$ cat src/rtl/bz_dl_pkg.sv
// Shared types and constants for the Battlezone HPS download router.
// Download indices, game-select codes and the router state encoding live here.
package bz_dl_pkg;

    typedef enum logic [2:0] {
        ST_IDLE,
        ST_ROM,
        ST_MOD,
        ST_DSW,
        ST_SKIP,
        ST_HOLD
    } dl_state_t;

    localparam logic [7:0] IDX_ROM = 8'd0;
    localparam logic [7:0] IDX_MOD = 8'd1;
    localparam logic [7:0] IDX_DSW = 8'd254;

    localparam logic [7:0] MOD_BATTLEZONE = 8'd0;
    localparam logic [7:0] MOD_BRADLEY    = 8'd1;
    localparam logic [7:0] MOD_REDBARON   = 8'd2;
    localparam logic [7:0] MOD_NONE       = 8'hFF;

    function automatic dl_state_t index_state(input logic [7:0] idx);
        case (idx)
            IDX_ROM: return ST_ROM;
            IDX_MOD: return ST_MOD;
            IDX_DSW: return ST_DSW;
            default: return ST_SKIP;
        endcase
    endfunction

endpackage

$ cat src/rtl/bz_dl_router.sv
// Routes HPS downloads to ROM, game-select or DIP registers by ioctl_index,
// and stretches the core reset over the whole download plus a settle window.
module bz_dl_router #(
    parameter int         ROM_BYTES   = 65536,
    parameter int         HOLD_CYCLES = 64,
    parameter logic [7:0] DSW0_DEF    = 8'h00,
    parameter logic [7:0] DSW1_DEF    = 8'h00
) (
    input  logic        clk_sys,
    input  logic        reset,
    input  logic        ioctl_download,
    input  logic        ioctl_wr,
    input  logic [24:0] ioctl_addr,
    input  logic [7:0]  ioctl_dout,
    input  logic [7:0]  ioctl_index,
    output logic [24:0] dl_addr,
    output logic [7:0]  dl_data,
    output logic        dl_wr,
    output logic [7:0]  mod,
    output logic [7:0]  dsw0,
    output logic [7:0]  dsw1,
    output logic        core_reset,
    output logic        rom_ok,
    output logic        rom_ovf
);
    import bz_dl_pkg::*;

    localparam int              HW        = (HOLD_CYCLES > 1) ? $clog2(HOLD_CYCLES) : 1;
    localparam logic [HW-1:0]   HOLD_LOAD = HW'(HOLD_CYCLES - 1);
    localparam logic [32:0]     ROM_LIMIT = 33'(ROM_BYTES);

    dl_state_t     state, state_next;
    logic [HW-1:0] hold_cnt, hold_next;
    logic          dl_prev;
    logic          dl_rise, dl_fall;
    logic [16:0]   byte_cnt, cnt_eff;
    logic          ovf_seen, ovf_eff;
    logic          in_range, rom_accept, rom_reject, entering_rom;

    assign dl_rise = ioctl_download & ~dl_prev;
    assign dl_fall = ~ioctl_download & dl_prev;

    assign in_range     = ({8'b0, ioctl_addr} < ROM_LIMIT);
    assign rom_accept   = (state == ST_ROM) & ioctl_wr & in_range;
    assign rom_reject   = (state == ST_ROM) & ioctl_wr & ~in_range;
    assign entering_rom = (state_next == ST_ROM) & (state != ST_ROM);

    // The byte landing in the falling-edge cycle still counts towards rom_ok.
    assign cnt_eff = (rom_accept && byte_cnt != '1) ? byte_cnt + 17'd1 : byte_cnt;
    assign ovf_eff = ovf_seen | rom_reject;

    // dl_prev resets high so a download still asserted across reset is not
    // mistaken for a fresh start.
    always_ff @(posedge clk_sys or posedge reset) begin
        if (reset) begin
            state      <= ST_IDLE;
            hold_cnt   <= '0;
            dl_prev    <= 1'b1;
            core_reset <= 1'b1;
        end else begin
            state      <= state_next;
            hold_cnt   <= hold_next;
            dl_prev    <= ioctl_download;
            core_reset <= (state_next != ST_IDLE);
        end
    end

    always_comb begin
        state_next = state;
        hold_next  = hold_cnt;
        unique case (state)
            ST_IDLE: begin
                if (dl_rise) state_next = index_state(ioctl_index);
            end
            ST_ROM, ST_MOD, ST_DSW, ST_SKIP: begin
                if (dl_fall) begin
                    state_next = ST_HOLD;
                    hold_next  = HOLD_LOAD;
                end
            end
            ST_HOLD: begin
                if (dl_rise) begin
                    state_next = index_state(ioctl_index);
                end else if (hold_cnt == '0) begin
                    state_next = ST_IDLE;
                end else begin
                    hold_next = hold_cnt - 1'b1;
                end
            end
            default: state_next = ST_IDLE;
        endcase
    end

    always_ff @(posedge clk_sys or posedge reset) begin
        if (reset) begin
            dl_addr  <= '0;
            dl_data  <= '0;
            dl_wr    <= 1'b0;
            byte_cnt <= '0;
            ovf_seen <= 1'b0;
            rom_ok   <= 1'b0;
            rom_ovf  <= 1'b0;
        end else begin
            dl_wr <= rom_accept;
            if (rom_accept) begin
                dl_addr <= ioctl_addr;
                dl_data <= ioctl_dout;
            end
            if (entering_rom) begin
                byte_cnt <= '0;
                ovf_seen <= 1'b0;
                rom_ok   <= 1'b0;
                rom_ovf  <= 1'b0;
            end else if (state == ST_ROM) begin
                byte_cnt <= cnt_eff;
                ovf_seen <= ovf_eff;
                if (dl_fall) begin
                    rom_ok  <= (cnt_eff != '0) & ~ovf_eff;
                    rom_ovf <= ovf_eff;
                end
            end
        end
    end

    // Only the first eight DIP addresses are decoded; 2..7 are reserved banks.
    always_ff @(posedge clk_sys or posedge reset) begin
        if (reset) begin
            mod  <= MOD_NONE;
            dsw0 <= DSW0_DEF;
            dsw1 <= DSW1_DEF;
        end else begin
            if (state == ST_MOD && ioctl_wr) mod <= ioctl_dout;
            if (state == ST_DSW && ioctl_wr && ioctl_addr[24:3] == '0) begin
                if (ioctl_addr[2:0] == 3'd0) dsw0 <= ioctl_dout;
                if (ioctl_addr[2:0] == 3'd1) dsw1 <= ioctl_dout;
            end
        end
    end

endmodule

$ cat config.mk
export PLATFORM = sky130hd
export DESIGN_NAME = bz_dl_router
export DESIGN_NICKNAME = d
export VERILOG_FILES = /design/src/rtl/bz_dl_pkg.sv /design/src/rtl/bz_dl_router.sv
export SDC_FILE = /design/constraint.sdc
export NUM_CORES = 1
export LEC_CHECK = 0
export BUFFER_PORTS_ARGS = -buffer_cell sky130_fd_sc_hd__buf_2
export CORE_MARGIN = 2
export CORE_UTILIZATION = 30
export CTS_CLUSTER_SIZE = 14
export DETAILED_ROUTE_END_ITERATION = 12
export PLACE_DENSITY_LB_ADDON = 0.15
export SLEW_MARGIN = 20
export SYNTH_ARGS = -nofsm -noshare
export SYNTH_HDL_FRONTEND = slang
export SYNTH_SLANG_ARGS = --single-unit
export TNS_END_PERCENT = 10
$ cat constraint.sdc
create_clock -name clk_sys -period 3.6 [get_ports clk_sys]
set_input_delay 0.72 -clock clk_sys [delete_from_list [all_inputs] [get_ports clk_sys]]
set_output_delay 0.72 -clock clk_sys [all_outputs]
set_load 0.05 [all_outputs]
==> flow_metrics.tcl <==
set metrics [dict create \
    num-nets-final 538 \
    totalNegativeSetupSlack_ns 0 \
    top_level_port_count 106 \
    min_period_ns 3.289 \
    synth_top_cells_by_area "sky130_fd_sc_hd__dfrtp_1 47%, sky130_fd_sc_hd__mux2_2 13%, sky130_fd_sc_hd__dfstp_2 6.2%, sky130_fd_sc_hd__o21ai_0 2.1%, sky130_fd_sc_hd__nor2b_1 2.1%" \
    wl_mm 10.74 \
    grt_usage_pct 15.38 \
    crit_type "reg2reg" \
    cts_setup_buffers 0 \
    antenna_cells_inserted 0 \
    endpoint_kind "flop" \
    fp.coreArea_sq_um 13830 \
    finalHoldWorstSlack_ns 0.4370 \
    start_util_pct 30.68 \
    timing.max_slew.rel_slack_pct 52.52 \
    yosysUniqueCellTypes 57 \
    fmax_ghz 0.3041 \
    cp_cell_sequence "ha_1 -> nand4_1 -> nor4_1 -> and3_1 -> ha_1 -> nor4b_1 -> nand4_1 -> buf_4 -> nor2_1 -> a31oi_1 -> or4_1 -> nor4_1 -> o21ai_1" \
    startpoint_type "flop" \
    drt_first_iter_violations 213 \
    number_of_buffers_and_inverters_on_the_critical_path 1 \
    post_cts_resized 0 \
    yosys.area.top_type_share_pct 46.61 \
    fillers 1356 \
    synth.most_common_cell "sky130_fd_sc_hd__dfrtp_1" \
    clkSinkCount 89 \
    fin_total_pwr_mw 2.476 \
    die-area_sq_um 15110 \
    floorplan.rows 43 \
    final_min_period_over_clock_period_pct 91.36 \
    clock-skew-final_ns 0.007449 \
    cap_violations 0 \
    vdd_drop_max_uv 177.3 \
    clk-insertion-delay-late_ns 0.35 \
    power_per_cell_area_nw_per_um2 461.4 \
    route.vias.total 3404 \
    hold_viol_final 0 \
    path_delay_family "simple AND/OR/NAND/NOR gates" \
    seq_area_frac_synth_pct 52.80 \
    leakagePower_nw 2.661 \
    htree_num_levels 3 \
    drtPass1Iterations 4 \
    remaining_drc_errors 0 \
    grt_max_degree 40 \
    endpoint_arrival_time_on_the_critical_path_ns 3.52 \
    syn_inst 375 \
    grt_antenna_before_repair 0 \
    number_of_global_route_vias_before_repair 3503 \
    cts_inserted_buffers 9 \
    most_instantiated_flip_flop_cell_in_the_synthesis_netlist "sky130_fd_sc_hd__dfrtp_1" \
    half_perimeter_wire_length_after_placement_mm 7.665 \
    ant_nets 0 \
    port_buffers 105 \
    slew_viol_final 0 \
    cts.path.max_buffers 2 \
    gpl.final_weighted_congestion 0.8563 \
    cts-root-buf "sky130_fd_sc_hd__clkbuf_16" \
    worstHoldPathType "in2async" \
    postSynthNetCount 424 \
    ctsHoldBuffers 0 \
    synth_edf_count 0 \
    vias_per_cell 5.050 \
    grt_first_pass_wirelength_mm 17.86 \
    outcome "complete, no violations" \
    crit_fanout 11 \
    ys_ff_latch 89 \
    cp_peak_stage_delay_ns 0.51 \
    register_area_sq_um 2240 \
    finalSetupViolations 0 \
    grt_overflow 0 \
    grt_setup_unrepaired "no" \
    final_layout_size_suffix_gt1_share_pct 41.70 \
    clkTransAtPathRegs_ns 0.07 \
    synth.cells.most_frequent "79 x sky130_fd_sc_hd__dfrtp_1, 48 x sky130_fd_sc_hd__mux2_2, 21 x sky130_fd_sc_hd__nor2_1" \
    max_slew.worst_pin.slew_ns 0.7089 \
    clock_tree_from_tritoncts "yes" \
    fp.dieW_um 122.9 \
    floorplan.die.height_um 122.9 \
    multi_input_area_sq_um 1908 \
    drt-wirelength-per-cell_um 15.94 \
    postSynth.asyncResetShare_pct 100.0 \
    syn-cell-area_sq_um 4242 \
    timing.critical_path.slowest_stage_cell "sky130_fd_sc_hd__or4_1" \
    synth_top_area_cell "sky130_fd_sc_hd__dfrtp_1" \
    flow.area_growth_from_synthesis_pct 26.52 \
    avgSynthCellArea_sq_um 11.31 \
    synth-warning-count 0 \
    worst-endpoint-required_ns 3.83 \
]
-- per-stage QoR --
stage	util [%]	area, sq um	setup slack, ns	instances
after global placement	36.41	5035	0.4256	658
final	38.81	5366	0.3112	674
after detailed placement	36.41	5035	0.3422	658
after CTS	38.81	5366	0.3178	674
after floorplan	-	4242	0.4650	375
after global routing	38.81	5366	0.05105	674
-- cells in the final DEF, fill, tap and decap left out, drive strengths merged, types with 5 or more instances in the layout --
| cell | instances |
|---|---|
| and3 | 6 |
| clkbuf | 9 |
| nor3 | 12 |
| or4 | 6 |
| nor2 | 21 |
| nor4 | 13 |
| buf | 118 |
| nor2b | 14 |
| inv | 14 |
| xor2 | 5 |
| a31oi | 8 |
| nand2 | 18 |
| dfrtp | 79 |
| o21ai | 19 |
| nand4 | 12 |
| mux2 | 48 |
| a21oi | 10 |
| nand3 | 13 |
| dfstp | 10 |
-- routing by layer --
| metal | part of all wire (%) | GRT usage (%) |
|---|---|---|
| met1 | 46 | 20.11 |
| met2 | 44 | 23.27 |
| met3 | 9.1 | 5.120 |
| met4 | 1.7 | 6.609 |
| met5 | 0 | 0 |
-- registers in the layout, summed over array words and instances (netlist names) --
name and flops:
dl_wr 1, dsw1 8, mod 8, state 3, rom_ok 1, rom_ovf 1, dl_prev 1, dl_addr 25
ovf_seen 1, dl_data 8, byte_cnt 17, hold_cnt 6, core_reset 1, dsw0 8
-- worst paths after layout --
path | start | to | slack, ns | cells after the start
max in group asynchronous | reset | dl_prev$_DFF_PP1_ | 2.27 | 3
min | reset | dl_data[6]$_DFFE_PP0P_ | 0.44 | 2
min in group clk_sys | dl_addr[21]$_DFFE_PP0P_ | dl_addr[21]$_DFFE_PP0P_ | 0.49 | 1
min reg2reg | dl_addr[21]$_DFFE_PP0P_ | dl_addr[21]$_DFFE_PP0P_ | 0.49 | 1
max reg2reg | byte_cnt[0]$_DFFE_PP0P_ | rom_ok$_DFFE_PP0P_ | 0.31 | 13
max | byte_cnt[0]$_DFFE_PP0P_ | rom_ok$_DFFE_PP0P_ | 0.31 | 13
-- layout make-up --
cell class | count | share of cell area (%)
flip-flops and latches | 89 | 41.73
inverters | 10 | 0.7228
clock inverters | 7 | 1.982
repair buffers | 118 | 11.61
well taps | 180 | 4.197
clock buffers | 9 | 4.197
multi-input cells | 261 | 35.56
-- power breakdown --
group,switching (mW),total [mW],internal (mW)
clock network,0.435,1.06,0.624
registers,0.0347,1.07,1.04
logic,0.223,0.343,0.120
total,0.693,2.48,1.78
-- cell families (layout without fill, tap and decap cells) --
| kind of cell | count (synthesis) | count (layout) | synth area share (%) |
|---|---|---|---|
| AO/OA/AOI/OAI | 61 | 61 | 9.440 |
| XOR/XNOR | 8 | 8 | 1.652 |
| adder cells (fa/ha/maj) | 4 | 4 | 1.180 |
| buffers and inverters | 25 | 144 | 2.272 |
| flip-flops | 89 | 89 | 52.80 |
| multiplexers | 51 | 51 | 13.45 |
| AND/OR/NAND/NOR | 137 | 137 | 19.20 |
No activity file was read; power rests on OpenSTA's default activity.
